--- src/rtl/serdes_pkg.sv ---
// Shared types, constants and helpers for the serializer and its bit counter.
package serdes_pkg;

  typedef enum logic {IDLE = 1'b0, SHIFT = 1'b1} ser_state_t;

  localparam int DEFAULT_LENGTH = 24;

  // The parity helper works on a fixed-width word. A narrower word is zero-extended,
  // which does not change its parity.
  localparam int PARITY_MAX_W = 64;

  function automatic logic even_parity(input logic [PARITY_MAX_W-1:0] word);
    return ^word;
  endfunction

endpackage

--- src/rtl/ser_bit_counter.sv ---
// Down-counter for the bits left in a frame. It stops at zero and reports when it is there.
module ser_bit_counter #(
  parameter int W = 5
) (
  input  logic         i_clk,
  input  logic         i_rst,
  input  logic [W-1:0] iv_load_val,
  input  logic         i_load,
  input  logic         i_en,
  output logic         o_zero
);

  logic [W-1:0] r_count;

  // A load wins over a decrement. The counter saturates at zero instead of wrapping.
  always_ff @(posedge i_clk) begin
    if (i_rst) begin
      r_count <= '0;
    end else if (i_load) begin
      r_count <= iv_load_val;
    end else if (i_en && (r_count != '0)) begin
      r_count <= r_count - W'(1);
    end
  end

  assign o_zero = (r_count == '0);

endmodule

--- src/rtl/serializer.sv ---
// LSB-first parallel-to-serial converter with a valid/ready input and a last-bit marker.
// Defining SERIALIZER_PARITY_EN appends an even-parity bit after the MSB.
module serializer
  import serdes_pkg::*;
#(
  parameter int LENGTH = DEFAULT_LENGTH
) (
  input  logic              i_clk,
  input  logic              i_rst,
  input  logic              i_en,
  input  logic              i_din_valid,
  input  logic [LENGTH-1:0] iv_din,
  output logic              o_ready,
  output logic              o_dout,
  output logic              o_dout_active,
  output logic              o_dout_last,
  output ser_state_t        o_dbg_state
);

`ifdef SERIALIZER_PARITY_EN
  localparam int FRAME_LEN = LENGTH + 1;
`else
  localparam int FRAME_LEN = LENGTH;
`endif
  localparam int CW = $clog2(FRAME_LEN);

  // Handshake: a word transfers at a rising edge where i_en, i_din_valid and o_ready
  // are all high. o_ready is combinational, so a new word can be taken on the final
  // bit of the current frame and the next frame follows with no gap.
  ser_state_t             r_state;
  ser_state_t             w_next_state;
  logic [FRAME_LEN-1:0]   r_shreg;
  logic [FRAME_LEN-1:0]   w_load_word;
  logic                   w_zero;
  logic                   w_last;
  logic                   w_ready;
  logic                   w_accept;
  logic                   w_cnt_en;

`ifdef SERIALIZER_PARITY_EN
  assign w_load_word = {even_parity(PARITY_MAX_W'(iv_din)), iv_din};
`else
  assign w_load_word = iv_din;
`endif

  assign w_last   = (r_state == SHIFT) && w_zero;
  assign w_ready  = !i_rst && ((r_state == IDLE) || (w_last && i_en));
  assign w_accept = i_en && i_din_valid && w_ready;
  assign w_cnt_en = i_en && (r_state == SHIFT);

  ser_bit_counter #(
    .W (CW)
  ) u_bit_counter (
    .i_clk       (i_clk),
    .i_rst       (i_rst),
    .iv_load_val (CW'(FRAME_LEN - 1)),
    .i_load      (w_accept),
    .i_en        (w_cnt_en),
    .o_zero      (w_zero)
  );

  always_comb begin
    w_next_state = r_state;
    case (r_state)
      IDLE:    if (w_accept) w_next_state = SHIFT;
      SHIFT:   if (i_en && w_zero && !w_accept) w_next_state = IDLE;
      default: w_next_state = IDLE;
    endcase
  end

  // The last bit shifts out as zeros fill in from the top, so o_dout rests at 0 in IDLE.
  always_ff @(posedge i_clk) begin
    if (i_rst) begin
      r_state <= IDLE;
      r_shreg <= '0;
    end else begin
      r_state <= w_next_state;
      if (w_accept) begin
        r_shreg <= w_load_word;
      end else if (w_cnt_en) begin
        r_shreg <= {1'b0, r_shreg[FRAME_LEN-1:1]};
      end
    end
  end

  assign o_ready       = w_ready;
  assign o_dout        = r_shreg[0];
  assign o_dout_active = (r_state == SHIFT);
  assign o_dout_last   = w_last;
  assign o_dbg_state   = r_state;

endmodule

--- config.mk ---
export PLATFORM = sky130hd
export DESIGN_NAME = serializer
export DESIGN_NICKNAME = d
export VERILOG_FILES = /design/src/rtl/serdes_pkg.sv /design/src/rtl/ser_bit_counter.sv /design/src/rtl/serializer.sv
export SDC_FILE = /design/constraint.sdc
export NUM_CORES = 1
export LEC_CHECK = 0
export BUFFER_PORTS_ARGS = -buffer_cell sky130_fd_sc_hd__buf_2
export CAP_MARGIN = 20
export CORE_UTILIZATION = 55
export CTS_BUF_LIST = sky130_fd_sc_hd__clkbuf_16
export DETAILED_ROUTE_END_ITERATION = 12
export HOLD_SLACK_MARGIN = 0.08
export PLACE_DENSITY = 0.8
export SYNTH_ARGS = -nofsm -noshare
export SYNTH_HDL_FRONTEND = slang
export SYNTH_HIERARCHICAL = 1
export SYNTH_SLANG_ARGS = --single-unit
--- constraint.sdc ---
create_clock -name i_clk -period 7.3 [get_ports i_clk]
set_clock_uncertainty 0.2 [all_clocks]
set_input_delay 0.73 -clock i_clk [delete_from_list [all_inputs] [get_ports i_clk]]
set_output_delay 0.73 -clock i_clk [all_outputs]
set_load 0.02 [all_outputs]
# [After elaboration in Yosys (flattened, before gate mapping)]
# Cells that the tools add are included.
[classes] addsub=1 n_mux=7 bitwise=1 n_reduce_logical=17
[ops] operator="2-to-1 mux 24 bit" n=2
[ops] operator="2-to-1 mux 5 bit" n=2
[ops] operator="logical AND 1 bit" n=9
[ops] operator="zero test 5 bit" n=1
[ops] operator="nonzero test 5 bit" n=1
[ops] operator="subtractor 5 x 1 -> 5 bit (second input constant)" n=1
[ops] operator="nonzero test 2 bit" n=2
[ops] operator="zero test 1 bit" n=2
[ops] operator="2-to-1 mux 1 bit" n=2
[ops] operator="case mux 1 bit (2 select lines)" n=1
[ops] operator="OR reduction 2 bit" n=1
[ops] operator="logical OR 1 bit" n=1
[ops] operator="NOT 1 bit" n=1
[totals] reg_bits=30 inputBits=28 out_inout_bits=5 word_cells=30

# [Depth between registers and ports, before layout]
# Gate-level depths: netlist (run 1).
[logic_depth] depth_word=10 ltp_mapped=15 ltp_nobuf=10

# [Modules after synthesis]
# Netlist (run 1), hierarchy kept.
[by_module_without_submodules] mod="serializer" n_inst=1 cells_each=149 area_each_um2=1292.5 seq_area_each_um2=500.5
[by_module_without_submodules] mod="ser_bit_counter" n_inst=1 cells_each=37 area_each_um2=326.6 seq_area_each_um2=100.1

# [Worst setup path before layout (run 1)]
# OpenSTA, ideal clock, no wires.
[synth_path] path_kind="reg2reg" from="register u_bit_counter.r_count[1]" to="register u_bit_counter.r_count[1]" arrival_time_ns=2.690 slack_ns=4.287 path_stages_with_launch=15 path_buffers=5 cell_sequence="dfxtp_1 -> inv_1 -> ha_1 -> or4b_1 -> buf_6 -> inv_1 -> nor2b_4 -> buf_6 -> or2_1 -> buf_6 -> buf_6 -> nor2_1 -> clkbuf_1 -> nor3_1 -> a311o_1"
[synth_between] elab_chain_len=7 elab_cells_between_ends=12 classes_between="1 x add/sub; 2 x mux; 9 x reduce/logical"
[synth_rtl] item="from (decl)" line="ser_bit_counter.sv:13" text="logic [W-1:0] r_count;"
[synth_rtl] item="from (signal assigned)" line="ser_bit_counter.sv:20" text="r_count <= iv_load_val;"
[synth_rtl] item="from (signal assigned)" line="ser_bit_counter.sv:22" text="r_count <= r_count - W'(1);"
[synth_rtl] item="zero test 5 bit *" line="ser_bit_counter.sv:26" text="assign o_zero = (r_count == '0);"
[synth_rtl] item="named net w_zero" line="serializer.sv:34" text="logic w_zero;"
[synth_rtl] item="logical AND 1 bit *" line="serializer.sv:46" text="assign w_last = (r_state == SHIFT) && w_zero;"
[synth_rtl] item="logical AND 1 bit *" line="serializer.sv:47" text="assign w_ready = !i_rst && ((r_state == IDLE) || (w_last && i_en));"
[synth_rtl] item="logical OR 1 bit *" line="serializer.sv:47"
[synth_rtl] item="logical AND 1 bit *" line="serializer.sv:47"
[synth_rtl] item="logical AND 1 bit *" line="serializer.sv:48" text="assign w_accept = i_en && i_din_valid && w_ready;"
[synth_rtl] item="named net w_accept" line="serializer.sv:37" text="logic w_accept;"
[synth_rtl] item="2-to-1 mux 5 bit / nonzero test 2 bit (equally long branches)"
# Mark *: on every way through the listed nets, which the timed path passes. The rest lies on a longest branch. The select of a mux whose other input is x is not followed.
# A chain may end at the register's enable or synchronous reset.

# [Worst setup path in the final report (run 1)]
[layout_path] from="register u_bit_counter.r_count[1]" to="register u_bit_counter.r_count[0]"
# Same word-level chain as after synthesis.

==> impl_metrics.json, run 1 <==
{
  "status": "complete, no violations",
  "wl_mm": 3.522,
  "fillers": 235,
  "boundaryPins": 33,
  "cp_num_cells": 10,
  "synth-async-reset-ratio": 0,
  "grt_pass1_wl_mm": 5.892,
  "io_buffers": 32,
  "crit_family": "simple AND/OR/NAND/NOR gates",
  "fp-row-count": 19,
  "yosys_most_used_dff": "dfxtp_1",
  "peakVddDrop_v": 0.0002442,
  "cts.path.max_buffers": 2,
  "synth_top_area_frac": 0.3709,
  "drt-vias-per-instance": 5.840,
  "tns_ns": 0,
  "drtPass1Iterations": 4,
  "worstSetupPathType": "flop to flop",
  "synth_seq_cells": 30,
  "syn_area_mm2": 0.001619,
  "antenna_left": 0,
  "tightest_slew_ns": 0.9101,
  "min_path_type": "flop to flop",
  "drive_above_1_share": 0.2972,
  "synth_top_area_cell": "dfxtp_1",
  "n_antenna_cell": 0,
  "power_density_mw_per_mm2": 237.8,
  "synth_edf_count": 0,
  "rsz0062_at_grt": "no",
  "clk_latency_ns": 0.28,
  "period_needed_ns": 3.534,
  "crit_start": "u_bit_counter/r_count[1]",
  "fin_nets": 240,
  "cap_violations": 0,
  "vias": 1419,
  "drc": 0,
  "ys_types": 31,
  "wl_per_cell_um": 14.49,
  "yosysSeqAreaShare": 0.3709,
  "cp-start-kind": "flop",
  "final_hold_viol_count": 0,
  "die_w_um": 56.26,
  "first_iter_violations": 39,
  "post_cts_buffers": 0,
  "chipHeight_um": 56.26,
  "htree_levels": 2,
  "cts_tree": "done",
  "dpl.hpwl_mm": 2.219,
  "slew_violations": 0,
  "grtUsageTotal": 0.2482,
  "area_delta_synth_final_pct": 16.31,
  "numCtsBuffers": 5,
  "cpPeakStageDelay_ns": 0.60,
  "overflow": 0,
  "synth_top_cells_by_area": "dfxtp_1 (37%), a311oi_2 (18%), nand2_1 (12%), nor3_1 (7.7%), buf_6 (3.5%)",
  "min_from": "r_shreg[9]",
  "postSynthCellCount": 186,
  "relSlewSlack": 0.3926,
  "leakagePower_nw": 0.6872,
  "die_area_mm2": 0.003165,
  "rr_worst_depth": 10,
  "worst-path-max-fanout": 26,
  "setup_violations": 0,
  "antenna_found_initial": 0,
  "crit_top_cell": "inv_1",
  "grt_max_degree": 35,
  "dpl_cell_area_mm2": 0.001718,
  "post_cts_resized": 0,
  "design_area_mm2": 0.001883,
  "required_ns": 7.26,
  "start_util": 0.5821,
  "place_congestion": 0.7531,
  "end_kind": "flop",
  "grt_pass1_vias": 1338,
  "path_cells": "inv_1 -> ha_1 -> or4b_1 -> inv_1 -> nor2b_4 -> or2_1 -> buf_16 -> nor2_1 -> inv_1 -> a311oi_1",
  "arrival_ns": 3.49,
  "clk_pin_slew_ns": 0.05,
  "crit_slowest_cell": "or4b_1",
  "clock_sinks": 30,
  "ys_top_cells_by_count": "nand2_1 (53), dfxtp_1 (30), nor3_1 (25), a311oi_2 (19), clkbuf_1 (9)",
  "critPathBufInv": 4,
  "yosys_warnings": 6,
  "timing.fmax_mhz": 282.9,
  "core_mm2": 0.002781,
  "synth_most_common_cell": "nand2_1",
  "holdBufCountCts": 0,
  "finalCritPeriodShare": 0.4842,
  "avgSynthCellArea_um2": 8.705,
  "worstReg2RegStart": "u_bit_counter/r_count[1]",
  "root_buffer": "clkbuf_16",
  "min_path_cells": 2
}
-- flip-flops by register name (all words and copies together), names as in the netlist --
signal / cells
o_dbg_state: 1
r_shreg: 24
u_bit_counter/r_count: 5
-- path summary, 6_finish.rpt --
path	to	slack, ns
worst max-delay path	u_bit_counter/r_count[0]	3.77
worst max register to register	u_bit_counter/r_count[0]	3.77
worst min-delay path	r_shreg[8]	0.27
worst min register to register	r_shreg[8]	0.27
-- logic make-up (layout without fill, tap and decap cells) --
| family | after synthesis | count (layout) | share of synthesized area |
|---|---|---|---|
| AOI/OAI and AO/OA | 37 | 37 | 0.2767 |
| adders and majority gates | 1 | 1 | 0.007727 |
| DFF | 30 | 30 | 0.3709 |
| and+or+nand+nor | 92 | 92 | 0.2573 |
| buffers and inverters | 24 | 47 | 0.08268 |
| other | 2 | 5 | 0.004639 |
-- stage by stage --
step | power (mW) | util | worst slack [ns] | instances | hold WS [ns]
6_report | 0.4477 | 0.6770 | 3.766 | 243 | 0.2739
3_5_place_dp | 0.2533 | 0.6176 | 3.429 | 234 | 0.2765
2_1_floorplan | 0.2406 | - | 4.287 | 189 | 0.2609
5_1_grt | 0.4651 | 0.6770 | 3.558 | 243 | 0.3089
3_3_place_gp | 0.2506 | 0.6176 | 3.634 | 234 | 0.2665
4_1_cts | 0.4496 | 0.6671 | 3.423 | 242 | 0.2791
-- layout make-up --
type	count	area, um2	share of cell area
Tap cell	31	38.79	0.02060
Clock buffer	5	125.1	0.06645
Inverter	6	22.52	0.01196
Sequential cell	30	600.6	0.3189
Timing Repair Buffer	33	187.7	0.09967
Clock inverter	3	12.51	0.006645
Multi-Input combinational cell	135	895.9	0.4757
-- report_power, final --
part,internal (mW),switching (mW)
registers,0.177,0.00748
clock network,0.123,0.0721
logic,0.0280,0.0406
-- cell usage in the layout (no fill, tap or decap), types with 5 or more instances in the layout --
cell / count
nor3_1: 25
a311oi_2: 19
a311oi_1: 6
nand2_1: 53
nor2_1: 5
inv_1: 7
conb_1: 5
a21oi_1: 5
clkbuf_16: 5
buf_2: 32
dfxtp_1: 30
-- routing by layer --
layer  routed length (um)  share of wire  vias up  global-route usage
met2                 1677           0.48       30              0.4116
met1                 1583           0.45      669              0.2742
met5                    0              0        -                   0
met3                  162          0.046        9             0.09217
li1                     -              -      711                   -
met4                   99          0.028        0              0.1359
-- worst register-to-register path: stages, from the launching register on --
cell and delay, ns:
dfxtp_1 0.31, inv_1 0.12, ha_1 0.19, or4b_1 0.60, inv_1 0.19, nor2b_4 0.13
or2_1 0.37, buf_16 0.23, nor2_1 0.52, inv_1 0.18, a311oi_1 0.36
(Power assumes the default switching activity.)
==> inputs of run 2 (changes only) <==
CORE_UTILIZATION = 54   (was 55)
PLACE_DENSITY = 0.79   (was 0.8)
clock period = 3.4 ns   (was 7.3 ns; I/O delays follow)
==> run 2 against run 1 <==
Effect of this change: the flow now finishes with violations (design-rule violations); first-iteration DRC count increased by 54%; register-to-register slack got worse by 3.2 ns; sequential power increased by 110%; die area increased by 1.8%; clock power increased to 2.9 times the previous value; core utilization increased by 1.9 points; fmax increased by 24%; wire length increased by 8.8%; cell area increased by 3.7%; worst setup slack got worse by 3.2 ns; non-clock buffer count increased by 5; flip-flop and latch count unchanged.
==> impl_metrics.json, run 2 (synthesis results as in run 1) <==
{
  "status": "finished, violations left",
  "violations": "design-rule violations",
  "antenna_found_initial": 0,
  "relSlewSlack": 0.6327,
  "dpl_cell_area_mm2": 0.001763,
  "holdBufCountCts": 0,
  "min_path_type": "primary input to flop",
  "htree_levels": 2,
  "cp-start-kind": "flop",
  "end_kind": "flop",
  "wl_per_cell_um": 15.45,
  "peakVddDrop_v": 0.0005295,
  "dp.cells": 240,
  "arrival_ns": 2.82,
  "cts_tree": "done",
  "chipHeight_um": 56.76,
  "die_area_mm2": 0.003221,
  "r2r_slack_ns": 0.55,
  "final_util": 0.6958,
  "overflow": 0,
  "root_buffer": "clkbuf_16",
  "r2r_end": "u_bit_counter/r_count[1]",
  "power.share.clock": 0.511,
  "area_delta_synth_final_pct": 20.56,
  "numCtsBuffers": 5,
  "largest_register_ff_count": 24,
  "cap_violations": 0,
  "start_util": 0.5772,
  "largest_register": "r_shreg",
  "grt_pass1_wl_mm": 6.389,
  "required_ns": 3.36,
  "first_iter_violations": 60,
  "drt-vias-per-instance": 5.931,
  "tns_ns": 0,
  "slew_violations": 0,
  "seqPwrFrac": 0.353,
  "totalPowerFinal_mw": 1.118,
  "n_antenna_cell": 0,
  "dpl.hpwl_mm": 2.529,
  "power.switching_mw": 0.2619,
  "final_hold_viol_count": 0,
  "tightest_slew_ns": 0.5497,
  "design_area_mm2": 0.001952,
  "layout_commonest_cell": "nand2_1",
  "drive_above_1_share": 0.3180,
  "p_int_mw": 0.8558,
  "worstReg2RegStart": "u_bit_counter/r_count[1]",
  "power_density_mw_per_mm2": 572.7,
  "rr_worst_depth": 10,
  "final_cells": 248,
  "place_congestion": 0.7868,
  "grt_max_degree": 27,
  "finalCritPeriodShare": 0.8384,
  "core_mm2": 0.002805,
  "drc": 5,
  "fp-row-count": 19,
  "period_needed_ns": 2.851,
  "vias": 1471,
  "crit_start": "u_bit_counter/r_count[1]",
  "worstSetupPathType": "flop to flop",
  "clk_pin_slew_ns": 0.05,
  "drtPass1Iterations": 9,
  "setup_violations": 0,
  "wl_mm": 3.831,
  "worst-path-max-fanout": 26,
  "final_cell_mix": "nand2_1 (53), buf_2 (32), dfxtp_1 (30)",
  "sw_frac_of_total": 0.2343,
  "grt_pass1_vias": 1480,
  "pwr-share-comb": 0.136,
  "io_buffers": 32,
  "post_cts_resized": 0,
  "post_cts_buffers": 0,
  "fin_nets": 245,
  "timing.fmax_mhz": 350.8,
  "cts.path.max_buffers": 2,
  "setup.worst_path.end": "u_bit_counter/r_count[1]",
  "clock_sinks": 30,
  "die_w_um": 56.76,
  "leakagePower_nw": 0.7215,
  "grtUsageTotal": 0.2614,
  "boundaryPins": 33,
  "clk_latency_ns": 0.28,
  "antenna_left": 0,
  "rsz0062_at_grt": "no"
}
==> run 2: changes by cell type in the layout (fill, tap and decap cells not counted) <==
cell | before | now
buf_4 | 0 | 6
clkinv_2 | 1 | 0
buf_16 | 1 | 0
bufinv_16 | 0 | 2
inv_1 | 7 | 6
==> run 2: power groups by stage <==
stage | Combinational (mW) | Clock [mW] | Sequential (mW)
6_report | 0.152 | 0.571 | 0.395
5_1_grt | 0.166 | 0.589 | 0.397
4_1_cts | 0.152 | 0.579 | 0.394
3_5_place_dp | 0.150 | 0 | 0.401
3_3_place_gp | 0.141 | 0 | 0.400
2_1_floorplan | 0.117 | 0 | 0.399
==> run 2: layer usage <==
| metal | up-vias | GRT usage | part of all wire | wire [um] |
|---|---|---|---|---|
| li1 | 723 | - | - | - |
| met1 | 704 | 0.2682 | 0.39 | 1506 |
| met2 | 31 | 0.4779 | 0.54 | 2058 |
| met3 | 13 | 0.07143 | 0.040 | 155 |
| met4 | 0 | 0.1394 | 0.029 | 110 |
| met5 | - | 0 | 0 | 0 |
==> run 2: worst min-delay path by stage <==
stage / start / end / slack [ns] / cells past startpoint
floorplan: i_rst / u_bit_counter/r_count[3] / 0.21 / 1
global placement: r_shreg[10] / r_shreg[9] / 0.27 / 2
finish: i_en / o_dbg_state / 0.20 / 4
detailed placement: r_shreg[8] / r_shreg[7] / 0.28 / 2
CTS: i_en / o_dbg_state / 0.19 / 4
global route: i_en / o_dbg_state / 0.23 / 4
==> run 2: through the flow <==
step / hold WS (ns) / setup WS [ns]
final: 0.2008 / 0.5495
after floorplan: 0.2089 / 0.3875
after global routing: 0.2327 / 0.3509
after CTS: 0.1943 / 0.5632
after detailed placement: 0.2793 / 0.6086
after global placement: 0.2686 / 0.7213
==> run 2: layout make-up <==
class                   count  area, um2
multi-input cells         135      895.9
clock inverters             3      63.81
flip-flops and latches     30      600.6
inverters                   6      22.52
fillers                   222      853.3
clock buffers               5      125.1
well taps                  31      38.79
repair buffers             38      205.2
==> run 2: critical path: stages, from the launching register on <==
cell,delay [ns]
dfxtp_1,0.31
inv_1,0.11
ha_1,0.18
or4b_1,0.61
inv_1,0.20
nor2b_4,0.13
or2_1,0.26
nor2_1,0.12
buf_4,0.19
nor3_1,0.07
a311o_1,0.36
